[src/rtl/fnd_scan_ctrl.sv]
// fnd_scan_ctrl: time-multiplexed driver for common-anode 7-segment displays.
// Each frame scans NUM_DIGITS slots of TICK_DIV cycles, starting with digit 0.
// Each slot opens with a GUARD-cycle all-off interval so that no ghosting
// occurs when the enable moves to the next digit. The digit data and
// controls are copied into shadow registers once per frame, so a display
// never shows a half-updated value.
//
// Ports:
//   clk            system clock
//   rst            asynchronous active-high reset
//   i_hex          packed nibble per digit; digit 0 (rightmost) is in bits [3:0]
//   i_dot          per-digit decimal point enable
//   i_blank        per-digit force-dark control
//   i_blink        per-digit blink enable (dark during the off phase)
//   i_lz_blank     leading-zero suppression enable
//   fnd_com        active-low digit enables (at most one low)
//   fnd_data       active-low segments {dp,g,f,e,d,c,b,a}
//   o_frame_start  one-cycle pulse in the first cycle of each frame

// Per-digit segment encoder with darkness resolution.
module fnd_digit (
    input  logic [3:0] hex,
    input  logic       dot,
    input  logic       blank,
    input  logic       blink,
    input  logic       phase,
    input  logic       lz_kill,
    output logic [7:0] seg
);
    logic [7:0] raw;

    always_comb begin
        case (hex)
            4'h0: raw = 8'hC0;
            4'h1: raw = 8'hF9;
            4'h2: raw = 8'hA4;
            4'h3: raw = 8'hB0;
            4'h4: raw = 8'h99;
            4'h5: raw = 8'h92;
            4'h6: raw = 8'h82;
            4'h7: raw = 8'hF8;
            4'h8: raw = 8'h80;
            4'h9: raw = 8'h90;
            4'hA: raw = 8'h88;
            4'hB: raw = 8'h83;
            4'hC: raw = 8'hC6;
            4'hD: raw = 8'hA1;
            4'hE: raw = 8'h86;
            default: raw = 8'h8E;
        endcase
        if (dot) raw[7] = 1'b0;
        // Blank, blink and LZ suppression all produce the same dark result,
        // so their order of precedence makes no difference to the output.
        seg = (blank || (blink && phase) || lz_kill) ? 8'hFF : raw;
    end
endmodule

module fnd_scan_ctrl #(
    parameter int NUM_DIGITS   = 4,
    parameter int TICK_DIV     = 100_000,
    parameter int GUARD        = 2_000,
    parameter int BLINK_FRAMES = 125
) (
    input  logic                    clk,
    input  logic                    rst,
    input  logic [4*NUM_DIGITS-1:0] i_hex,
    input  logic [NUM_DIGITS-1:0]   i_dot,
    input  logic [NUM_DIGITS-1:0]   i_blank,
    input  logic [NUM_DIGITS-1:0]   i_blink,
    input  logic                    i_lz_blank,
    output logic [NUM_DIGITS-1:0]   fnd_com,
    output logic [7:0]              fnd_data,
    output logic                    o_frame_start
);
    localparam int CW = $clog2(TICK_DIV);
    localparam int IW = (NUM_DIGITS > 1) ? $clog2(NUM_DIGITS) : 1;
    localparam int FW = $clog2(BLINK_FRAMES + 1);
    localparam logic [CW-1:0] CNT_MAX = CW'(TICK_DIV - 1);
    localparam logic [CW-1:0] GUARD_C = CW'(GUARD);
    localparam logic [IW-1:0] IDX_MAX = IW'(NUM_DIGITS - 1);
    localparam logic [FW-1:0] FRM_MAX = FW'(BLINK_FRAMES - 1);

    logic [CW-1:0] cnt, cnt_nx;
    logic [IW-1:0] idx, idx_nx;
    logic [FW-1:0] fcnt, fcnt_nx;
    logic          phase, phase_nx;
    logic          slot_end, frame_end, guard_nx;

    logic [NUM_DIGITS-1:0][3:0] hex_q, hex_nx, hex_in;
    logic [NUM_DIGITS-1:0]      dot_q, dot_nx, blank_q, blank_nx, blink_q, blink_nx;
    logic                       lz_q, lz_nx;
    logic [NUM_DIGITS-1:0]      dz, zrun, lz_kill;
    logic [NUM_DIGITS-1:0][7:0] seg;
    logic [NUM_DIGITS-1:0]      com_nx;

    assign hex_in = i_hex;

    // The outputs are registered from the values that cnt/idx/shadow take on the
    // same clock edge, so they describe the current slot without any lag.
    always_comb begin
        slot_end  = (cnt == CNT_MAX);
        frame_end = slot_end && (idx == IDX_MAX);
        cnt_nx    = slot_end ? '0 : cnt + 1'b1;
        idx_nx    = idx;
        if (slot_end) idx_nx = (idx == IDX_MAX) ? '0 : idx + 1'b1;
        fcnt_nx  = fcnt;
        phase_nx = phase;
        if (frame_end) begin
            fcnt_nx = (fcnt == FRM_MAX) ? '0 : fcnt + 1'b1;
            if (fcnt == FRM_MAX) phase_nx = ~phase;
        end
        hex_nx   = frame_end ? hex_in     : hex_q;
        dot_nx   = frame_end ? i_dot      : dot_q;
        blank_nx = frame_end ? i_blank    : blank_q;
        blink_nx = frame_end ? i_blink    : blink_q;
        lz_nx    = frame_end ? i_lz_blank : lz_q;
        guard_nx = (cnt_nx < GUARD_C);
        for (int k = 0; k < NUM_DIGITS; k++)
            com_nx[k] = guard_nx || (idx_nx != IW'(k));
    end

    // Leading-zero run: zrun[k] is set when digit k and every digit above it
    // are zero with no dot. Digit 0 always stays visible.
    for (genvar k = 0; k < NUM_DIGITS; k++) begin : g_dig
        assign dz[k] = (hex_nx[k] == 4'h0) && !dot_nx[k];
        if (k == NUM_DIGITS - 1) begin : g_top
            assign zrun[k] = dz[k];
        end else begin : g_run
            assign zrun[k] = dz[k] && zrun[k+1];
        end
        if (k == 0) begin : g_d0
            assign lz_kill[k] = 1'b0;
        end else begin : g_dn
            assign lz_kill[k] = lz_nx && zrun[k];
        end
        fnd_digit u_dig (
            .hex    (hex_nx[k]),
            .dot    (dot_nx[k]),
            .blank  (blank_nx[k]),
            .blink  (blink_nx[k]),
            .phase  (phase_nx),
            .lz_kill(lz_kill[k]),
            .seg    (seg[k])
        );
    end

    always_ff @(posedge clk or posedge rst) begin
        if (rst) begin
            cnt           <= '0;
            idx           <= '0;
            fcnt          <= '0;
            phase         <= 1'b0;
            hex_q         <= '0;
            dot_q         <= '0;
            blank_q       <= '1;   // first frame after reset is dark
            blink_q       <= '0;
            lz_q          <= 1'b0;
            fnd_com       <= '1;
            fnd_data      <= 8'hFF;
            o_frame_start <= 1'b0;
        end else begin
            cnt           <= cnt_nx;
            idx           <= idx_nx;
            fcnt          <= fcnt_nx;
            phase         <= phase_nx;
            hex_q         <= hex_nx;
            dot_q         <= dot_nx;
            blank_q       <= blank_nx;
            blink_q       <= blink_nx;
            lz_q          <= lz_nx;
            fnd_com       <= com_nx;
            fnd_data      <= guard_nx ? 8'hFF : seg[idx_nx];
            o_frame_start <= frame_end;
        end
    end
endmodule
[config.mk]
export PLATFORM = sky130hd
export DESIGN_NAME = fnd_scan_ctrl
export DESIGN_NICKNAME = d
export VERILOG_FILES = /design/src/rtl/fnd_scan_ctrl.sv
export SDC_FILE = /design/constraint.sdc
export NUM_CORES = 1
export LEC_CHECK = 0
export ABC_AREA = 1
export BUFFER_PORTS_ARGS = -buffer_cell sky130_fd_sc_hd__buf_2
export CORE_MARGIN = 5
export CORE_UTILIZATION = 43
export CTS_CLUSTER_SIZE = 28
export DETAILED_ROUTE_END_ITERATION = 6
export PLACE_DENSITY = 0.75
export SETUP_SLACK_MARGIN = 0.2
export SLEW_MARGIN = 20
export SYNTH_ARGS = -nofsm -noshare
export SYNTH_HDL_FRONTEND = slang
export SYNTH_SLANG_ARGS = --single-unit
[constraint.sdc]
create_clock -name clk -period 2.6 [get_ports clk]
set_clock_uncertainty 0.05 [all_clocks]
set_input_delay 0.65 -clock clk [delete_from_list [all_inputs] [get_ports clk]]
set_output_delay 0.65 -clock clk [all_outputs]
set_load 0.005 [all_outputs]
==> results.cfg, run 1 <==
[outcome]
status = finished clean

[sta]
worstMarginPinSlew_ps = 622.6
hold_violations = 0
max_freq_ghz = 0.4064
report.final.slew_viol_count = 0
fin_ws_ps = 139.4
rsz0062_at_grt = true
fin_crit_sh_pct = 94.64
relSlewSlack_pct = 58.41
setup_viol = 0
fin_crit_ps = 2461

[setup_path]
path_max_fanout = 5
r2r_cells = 17
critPathKind = reg -> reg
critical-path-top-delay-family = simple AND/OR/NAND/NOR gates
reg2reg_slack_ps = 140
r2r_end = fnd_data[0]$_DFF_PP1_
cp.required_ps = 2810
crit_top_cell = nand2_2
end_kind = flip-flop
critPathLaunchType = flip-flop
crit_chain = ha_2 -> nand2_2 -> nor2_4 -> nand2_2 -> nor2_4 -> buf_12 -> nand3_4 -> nand2_2 -> nand2_4 -> ha_2 -> nand3b_1 -> nand3_1 -> nand3_1 -> nand2_1 -> nand2_1 -> nor2_2 -> nand3_2
critPathBufInv = 1
cp_slowest_cell = dfrtp_1
cp.arrival_ps = 2670
r2r_start = cnt[1]$_DFF_PP0_
cpPeakStageDelay_ps = 360

[pwr]
p_leak_nw = 3.224
p_switching_mw = 0.4910
swShare_pct = 19.83
ir_worst_vdd_v = 0.0002949
p_clk_share_pct = 54.1
p_per_area_nw_per_um2 = 390.5
internal_power_mw = 1.986
p_comb_share_pct = 2.4
pwr-share-seq_pct = 43.4

[drt]
drc = 0
via_count = 4843
routed_wl_mm = 13.48
final_antenna_net_count = 0
first_pass_iters = 5
routedWlPerCell_um = 14.17
drt_iter0_markers = 324
via_per_inst = 5.093

[floorplanning]
start_util_pct = 43.31
dieArea_um2 = 13590
die_h_um = 116.6
io_pins = 44
die-width_um = 116.6
core_um2 = 11270
num_rows = 39

[grt]
grt_pass1_wl_mm = 21.75
grt_pass1_vias = 4679
antenna_found_initial = 0
overflow = 0
grt_max_degree = 29
grt_usage_pct = 20.11

[cts]
cts_buffer_depth = 2
postCtsHoldBufs = 0
cts.sinks = 69
clk_latency_ps = 340
cts_made_buffers = 9
clk_pin_slew_ps = 60
htreeDepth = 3
clock-root-buffer = clkbuf_16
cts_tree = done

[synth]
async_flop_share_pct = 100.0
synth_nets = 763
ys_warn_count = 0
synthCells = 707
syn_area_um2 = 4882
synth_top_cells_by_count = 249 x nand2_1, 86 x nand3_1, 85 x inv_1
yosysUniqueCellTypes = 38
synth_largest_area_cell = dfrtp_1
synthFlopType = dfrtp_1
yosysSeqAreaShare_pct = 35.78
synth_edf_count = 0
yosysMostFrequentCell = nand2_1
synth_area_leaders = dfrtp_1 27%, nand2_1 19%, nand3_1 8.8%, dfstp_2 8.6%, inv_1 6.5%
avgSynthCellArea_um2 = 6.905
synth_top_area_share_pct = 27.17
ys_seq_elements = 69

[finish]
nFillCells = 969
design_area_um2 = 6342
area_delta_synth_final_pct = 29.91
layout-drive-gt1-share_pct = 28.34
diodes = 0
layout.cells.non_filler = 951
nNetsFinal = 859

[placement]
gp_congestion = 0.8968
dpl_cell_area_um2 = 5445
placedCellCount = 910
place_ws_ps = -1.552
hpwl_mm = 9.186
io_buffers = 43

[worst_hold_path]
hold_class = in -> async

[flow_run]
max-cap-violations = 0
-- state kept, by name, indices dropped and copies added (netlist names), 4 cells and up --
name,cells
dot_q,4
cnt,17
fcnt,7
hex_q,16
fnd_com,4
fnd_data,8
blank_q,4
blink_q,4
-- layout make-up --
class	count	area (um^2)	share of cell area (%)
tap	143	178.9	2.821
sequential	69	1747	27.54
multi-input combinational	536	3073	48.45
timing repair buffer	96	665.6	10.50
clock buffer	12	256.5	4.044
inverter	91	351.6	5.543
clock inverter	4	70.07	1.105
-- power by group through the flow --
stage | registers (mW) | clock network (mW) | logic, mW
after floorplan | 1.09 | 0 | 0.0192
after global placement | 1.09 | 0 | 0.0604
after detailed placement | 1.09 | 0 | 0.0604
after CTS | 1.08 | 1.36 | 0.0616
after global routing | 1.08 | 1.40 | 0.0688
final | 1.08 | 1.34 | 0.0605
-- worst max path at each step --
stage / endpoint / slack [ps] / cells after the start / start
global placement: fnd_data[3]$_DFF_PP1_ / 50 / 15 / cnt[0]$_DFF_PP0_
CTS: fnd_data[3]$_DFF_PP1_ / 170 / 15 / cnt[1]$_DFF_PP0_
detailed placement: fnd_data[0]$_DFF_PP1_ / -2 / 16 / cnt[0]$_DFF_PP0_
global route: fnd_data[0]$_DFF_PP1_ / -50 / 17 / cnt[0]$_DFF_PP0_
finish: fnd_data[0]$_DFF_PP1_ / 140 / 17 / cnt[1]$_DFF_PP0_
floorplan: fnd_data[0]$_DFF_PP1_ / 200 / 17 / cnt[0]$_DFF_PP0_
-- placed cells by master (no fill, tap or decap), types with 7 or more instances in the layout --
| master | instances |
|---|---|
| buf_2 | 43 |
| nor2_1 | 66 |
| clkbuf_16 | 9 |
| nand2_1 | 227 |
| nand4_1 | 18 |
| ha_1 | 12 |
| nor2_4 | 8 |
| dfrtp_1 | 53 |
| dfstp_2 | 16 |
| nor2_2 | 8 |
| buf_4 | 46 |
| nand3_1 | 79 |
| xor2_1 | 7 |
| ha_2 | 8 |
| nand2_4 | 12 |
| inv_1 | 77 |
| nor3_1 | 8 |
| nand2_2 | 19 |
| nand3_2 | 7 |
| inv_2 | 9 |
-- stage by stage --
step	setup TNS, ps	util, %	hold WS [ps]	total power [mW]
detailed placement	-2.198	48.31	404.5	1.154
global route	-132.0	56.27	410.4	2.547
finish	0	56.27	341.8	2.477
CTS	0	54.25	362.7	2.494
global placement	0	48.31	391.6	1.154
floorplan	0	-	382.9	1.113
-- timing repair --
item | 4_1_cts | 5_1_grt
setup endpoints to repair | 9 | 8
resized for setup | 54 | 44
cloned | 2 | 0
buffers inserted | 16 | 7
pin swaps | 15 | 27
-- per-layer routing --
metal	up-vias	wire [um]	GRT usage (%)	share of wire [%]
met3	46	744	3.472	5.5
met4	0	491	8.639	3.6
met2	165	6517	33.87	48
met1	2199	5724	25.45	42
met5	-	0	0	0
li1	2433	-	-	-
-- cell families after synthesis --
kind of cell,Yosys count,synth area share (%)
AO/OA/AOI/OAI,32,4.459
adder cells (fa/ha/maj),25,6.407
AND/OR/NAND/NOR,469,42.95
XOR/XNOR,8,1.435
buffers and inverters,104,8.970
flip-flops,69,35.78
No activity file was read; power rests on OpenSTA's default activity.
==> run 2, diff against run 1 <==
--- a/config.mk
+++ b/config.mk
@@ -7,11 +7,13 @@
 export LEC_CHECK = 0
 export ABC_AREA = 1
 export BUFFER_PORTS_ARGS = -buffer_cell sky130_fd_sc_hd__buf_2
+export CELL_PAD_IN_SITES_DETAIL_PLACEMENT = 0
+export CELL_PAD_IN_SITES_GLOBAL_PLACEMENT = 1
 export CORE_MARGIN = 5
-export CORE_UTILIZATION = 43
+export CORE_UTILIZATION = 39
 export CTS_CLUSTER_SIZE = 28
 export DETAILED_ROUTE_END_ITERATION = 6
-export PLACE_DENSITY = 0.75
+export PLACE_DENSITY = 0.88
 export SETUP_SLACK_MARGIN = 0.2
 export SLEW_MARGIN = 20
 export SYNTH_ARGS = -nofsm -noshare
==> results.cfg, run 2 (synthesis gave the netlist of run 1 again) <==
[cts]
clk_latency_ps = 340
cts.sinks = 69
cts_buffer_depth = 2
cts_made_buffers = 9
clock-root-buffer = clkbuf_16
htreeDepth = 3
clk_pin_slew_ps = 60
cts_tree = done

[drt]
via_per_inst = 5.007
via_count = 4912
routed_wl_mm = 14.58
routedWlPerCell_um = 14.86
final_antenna_net_count = 0
first_pass_iters = 7
drc = 0
drt_iter0_markers = 319

[finish]
top_regs = cnt x17, hex_q x16, fnd_data x8
layout_commonest_cell = nand2_1
largest_reg_flops = 17
nNetsFinal = 864
nFillCells = 1197
fin_util_pct = 53.56
largest_register = cnt
area_delta_synth_final_pct = 33.42
diodes = 0
final_cell_mix = 225 x nand2_1, 77 x inv_1, 76 x nand3_1, 63 x nor2_1, 50 x dfrtp_1
layout-drive-gt1-share_pct = 30.38

[grt]
grt_usage_pct = 20.07
grt_pass1_wl_mm = 23.52
grt_pass1_vias = 4870
overflow = 0
grt_max_degree = 29
antenna_found_initial = 0

[placement]
place_ws_ps = -94.32
gp_congestion = 0.9001
hpwl_mm = 9.829
io_buffers = 43

[sta]
relSlewSlack_pct = 68.53
hold_slack_ps = 274.2
fin_ws_ps = 101.7
fin_crit_sh_pct = 96.09
max_freq_ghz = 0.4003
fin_crit_ps = 2498
hold_violations = 0
report.final.slew_viol_count = 0
rsz0062_at_grt = true
worstMarginPinSlew_ps = 471.1
setup_viol = 0

[outcome]
status = finished clean

[setup_path]
cp.arrival_ps = 2710
cp.required_ps = 2810
end_kind = flip-flop
path_max_fanout = 7
critPathKind = reg -> reg
critPathLaunchType = flip-flop

[flow_run]
max-cap-violations = 0

[floorplanning]
num_rows = 40
start_util_pct = 40.14
io_pins = 44
core_um2 = 12160
dieArea_um2 = 14860
die_h_um = 121.9
die-width_um = 121.9

[pwr]
ir_worst_vdd_v = 0.0002504
p_leak_nw = 3.195
p_per_area_nw_per_um2 = 353.7

[worst_hold_path]
hold_class = in -> async
## run 2: worst max-delay path, cell delays in order (launching register included)
cell and delay [ps]:
dfrtp_1 360, ha_2 190, nand2_2 70, nor2_4 100, nand2_2 80, nor2_4 110, buf_6 160, nand3_4 190
nand2_4 130, nand2_4 70, ha_4 180, nand2_2 70, nor2_1 40, nand2_1 120, nand2_4 110, nor2_2 110
nor2_1 40, nor2_1 140, nand3_1 90
## run 2: layer usage
metal | share of wire [%] | routed length (um) | track usage (%) | vias up
met3 | 4.2 | 614 | 3.621 | 40
met4 | 3.5 | 507 | 9.384 | 0
met2 | 50 | 7231 | 34.29 | 125
li1 | - | - | - | 2447
met5 | 0 | 0 | 0 | -
met1 | 43 | 6226 | 24.52 | 2300
## run 2: area by class of cell
class | instances | area [um^2] | area share (%)
multi-input cells | 538 | 3247 | 49.85
flip-flops and latches | 69 | 1750 | 26.87
repair buffers | 98 | 663.1 | 10.18
inverters | 91 | 359.1 | 5.513
clock buffers | 12 | 256.5 | 3.938
well taps | 168 | 210.2 | 3.227
clock inverters | 4 | 22.52 | 0.3458
repair inverters | 1 | 5.005 | 0.07683
## run 2: where the power goes
group	leakage (nW)	internal (mW)	total, mW	switching, mW
Sequential	0.819	1.08	1.08	0
Combinational	2.24	0.0213	0.0605	0.0392
Clock	0.138	0.693	1.17	0.475
Total	3.20	1.79	2.30	0.515
## run 2: metrics by stage
step           std cells  power (mW)  area, um^2  TNS (ps)
3_5_place_dp         933       1.155        5449    -512.7
5_1_grt              981       2.388        6514    -62.32
4_1_cts              972       2.327        6246         0
2_1_floorplan        707       1.113        4897         0
3_3_place_gp         933       1.154        5449    -2.802
6_report             981       2.304        6514         0
## run 2: what timing repair did
action	4_1_cts	5_1_grt
cloned	3	2
hold buffers	0	0
hold endpoints to repair	0	0
endpoints found under the setup margin	8	9
setup buffers	20	7
pin swaps	30	28
gates resized for setup	80	53
## run 2: worst paths after layout
| kind | from | end | slack, ps | cells after the start |
|---|---|---|---|---|
| max in group asynchronous | rst | fnd_data[4]$_DFF_PP1_ | 1500 | 3 |
| min | rst | cnt[13]$_DFF_PP0_ | 270 | 2 |
| min reg2reg | dot_q[0]$_DFF_PP0_ | dot_q[0]$_DFF_PP0_ | 440 | 2 |
| max reg2reg | cnt[0]$_DFF_PP0_ | fnd_data[5]$_DFF_PP1_ | 100 | 18 |
| max | cnt[0]$_DFF_PP0_ | fnd_data[5]$_DFF_PP1_ | 100 | 18 |
| min in group clk | dot_q[0]$_DFF_PP0_ | dot_q[0]$_DFF_PP0_ | 440 | 2 |
==> run 3, diff against run 2 <==
--- a/config.mk
+++ b/config.mk
@@ -13,7 +13,7 @@
 export CORE_UTILIZATION = 39
 export CTS_CLUSTER_SIZE = 28
 export DETAILED_ROUTE_END_ITERATION = 6
-export PLACE_DENSITY = 0.88
+export PLACE_DENSITY = 0.76
 export SETUP_SLACK_MARGIN = 0.2
 export SLEW_MARGIN = 20
 export SYNTH_ARGS = -nofsm -noshare
==> results.cfg, run 3 (synthesis gave the netlist of run 1 again) <==
[setup_path]
cp.arrival_ps = 2660
path_max_fanout = 12
critPathKind = reg -> reg
critPathLaunchType = flip-flop
reg2reg_slack_ps = 160
r2r_end = fnd_data[1]$_DFF_PP1_
cp_slowest_cell = dfrtp_1
end_kind = flip-flop
r2r_start = cnt[0]$_DFF_PP0_
crit_chain = ha_2 -> nand2_2 -> nor2_4 -> nand2_2 -> nor2_4 -> buf_4 -> nand2_2 -> buf_4 -> nand3_1 -> a21oi_1 -> nand2_1 -> nand4_1 -> buf_12 -> nand2_1 -> nor2_1 -> nand3_1
r2r_cells = 16
critical-path-top-delay-family = simple AND/OR/NAND/NOR gates
critPathBufInv = 3
cpPeakStageDelay_ps = 380
cp.required_ps = 2810
crit_top_cell = nand2_2

[finish]
fin_util_pct = 51.81
diodes = 0
layout_commonest_cell = nand2_1
area_delta_synth_final_pct = 29.06
top_regs = cnt x17, hex_q x16, fnd_data x8
layout-drive-gt1-share_pct = 26.59
final_cell_mix = 228 x nand2_1, 78 x nand3_1, 77 x inv_1, 72 x nor2_1, 53 x dfrtp_1
layout.cells.non_filler = 969
nNetsFinal = 852
largest_reg_flops = 17
largest_register = cnt

[sta]
hold_violations = 0
worstMarginPinSlew_ps = 585.9
max_freq_ghz = 0.4092
fin_crit_sh_pct = 93.99
report.final.slew_viol_count = 0
rsz0062_at_grt = true
finalSetupTns_ps = 0
setup_viol = 0
relSlewSlack_pct = 60.79
fin_crit_ps = 2444

[grt]
grt_max_degree = 47
antenna_found_initial = 0
grt_pass1_vias = 4633
grt_usage_pct = 19.44
overflow = 0
grt_pass1_wl_mm = 22.85

[cts]
cts.sinks = 69
cts_buffer_depth = 2
clock-root-buffer = clkbuf_16
clk_latency_ps = 340
postCtsHoldBufs = 0
cts_made_buffers = 9
cts_tree = done
clk_pin_slew_ps = 60
htreeDepth = 3

[placement]
hpwl_mm = 10.15
placedCellCount = 929
io_buffers = 43
gp_congestion = 0.8788

[pwr]
ir_worst_vdd_v = 0.0002729
p_leak_nw = 3.221
p_per_area_nw_per_um2 = 386.9

[drt]
routedWlPerCell_um = 14.12
drt_iter0_markers = 269
routed_wl_mm = 13.68
first_pass_iters = 5
drc = 0
via_per_inst = 4.909
via_count = 4757
final_antenna_net_count = 0

[floorplanning]
start_util_pct = 40.14
num_rows = 40
core_um2 = 12160
dieArea_um2 = 14860
io_pins = 44
die_h_um = 121.9
die-width_um = 121.9

[outcome]
status = finished clean

[flow_run]
max-cap-violations = 0

[worst_hold_path]
hold_class = in -> async
run 3: cell count changes in the layout (fill, tap and decap cells not counted), moves of 4 or more:
cell	previous run	this run
nand2_2	20	26
ha_1	9	14
buf_6	6	2
ha_4	12	4
nor2_1	63	72
buf_4	48	37
nand2_4	12	4
nor2_2	12	2
buf_12	1	7
run 3: power by group:
group | switching [mW] | total (mW) | leakage (nW) | internal [mW]
Clock | 0.483 | 1.30 | 0.152 | 0.820
Combinational | 0.0390 | 0.0594 | 2.25 | 0.0204
Sequential | 0 | 1.08 | 0.821 | 1.08
Total | 0.522 | 2.44 | 3.22 | 1.92
run 3: routing by layer:
layer | up-vias | part of all wire [%] | track usage (%)
met2 | 116 | 44 | 29.73
met1 | 2197 | 50 | 27.62
li1 | 2420 | - | -
met4 | 0 | 2.0 | 7.423
met5 | - | 0 | 0
met3 | 24 | 4.1 | 3.018
run 3: final cells by class:
class / count / area (um^2)
fill: 1170 / 5861
timing repair buffer: 91 / 703.2
inverter: 91 / 347.8
clock inverter: 3 / 42.54
multi-input combinational: 534 / 2980
clock buffer: 13 / 270.3
tap: 168 / 210.2
sequential: 69 / 1747
run 3: worst max-delay path by stage:
stage	startpoint	endpoint	slack [ps]	cells after the start
floorplan	cnt[0]$_DFF_PP0_	fnd_data[0]$_DFF_PP1_	200	17
global placement	cnt[0]$_DFF_PP0_	fnd_data[2]$_DFF_PP1_	20	17
detailed placement	cnt[0]$_DFF_PP0_	fnd_data[6]$_DFF_PP1_	-80	15
CTS	cnt[1]$_DFF_PP0_	fnd_data[0]$_DFF_PP1_	110	16
global route	cnt[0]$_DFF_PP0_	fnd_data[2]$_DFF_PP1_	-30	18
finish	cnt[0]$_DFF_PP0_	fnd_data[1]$_DFF_PP1_	160	16
run 3: worst register-to-register path, cell delays in order, from the launching register on:
cell     delay [ps]
dfrtp_1         380
ha_2            200
nand2_2          80
nor2_4           40
nand2_2          70
nor2_4           50
buf_4           170
nand2_2         130
buf_4           160
nand3_1         100
a21oi_1         220
nand2_1         120
nand4_1         140
buf_12          150
nand2_1          70
nor2_1          140
nand3_1         100
run 3: metrics by stage:
stage	setup WS [ps]	power, mW	cell area [um^2]	hold slack [ps]
CTS	107.9	2.468	6117	317.0
global route	-25.91	2.516	6301	361.5
global placement	16.84	1.153	5482	389.9
finish	156.4	2.438	6301	313.6
detailed placement	-80.56	1.154	5482	398.6
floorplan	202.1	1.113	4897	382.9
run 3: timing repair:
item,in CTS,in global routing
gates cloned,1,0
resized for setup,50,30
pin swaps,20,17
buffers inserted,15,8
setup endpoints to repair,8,11
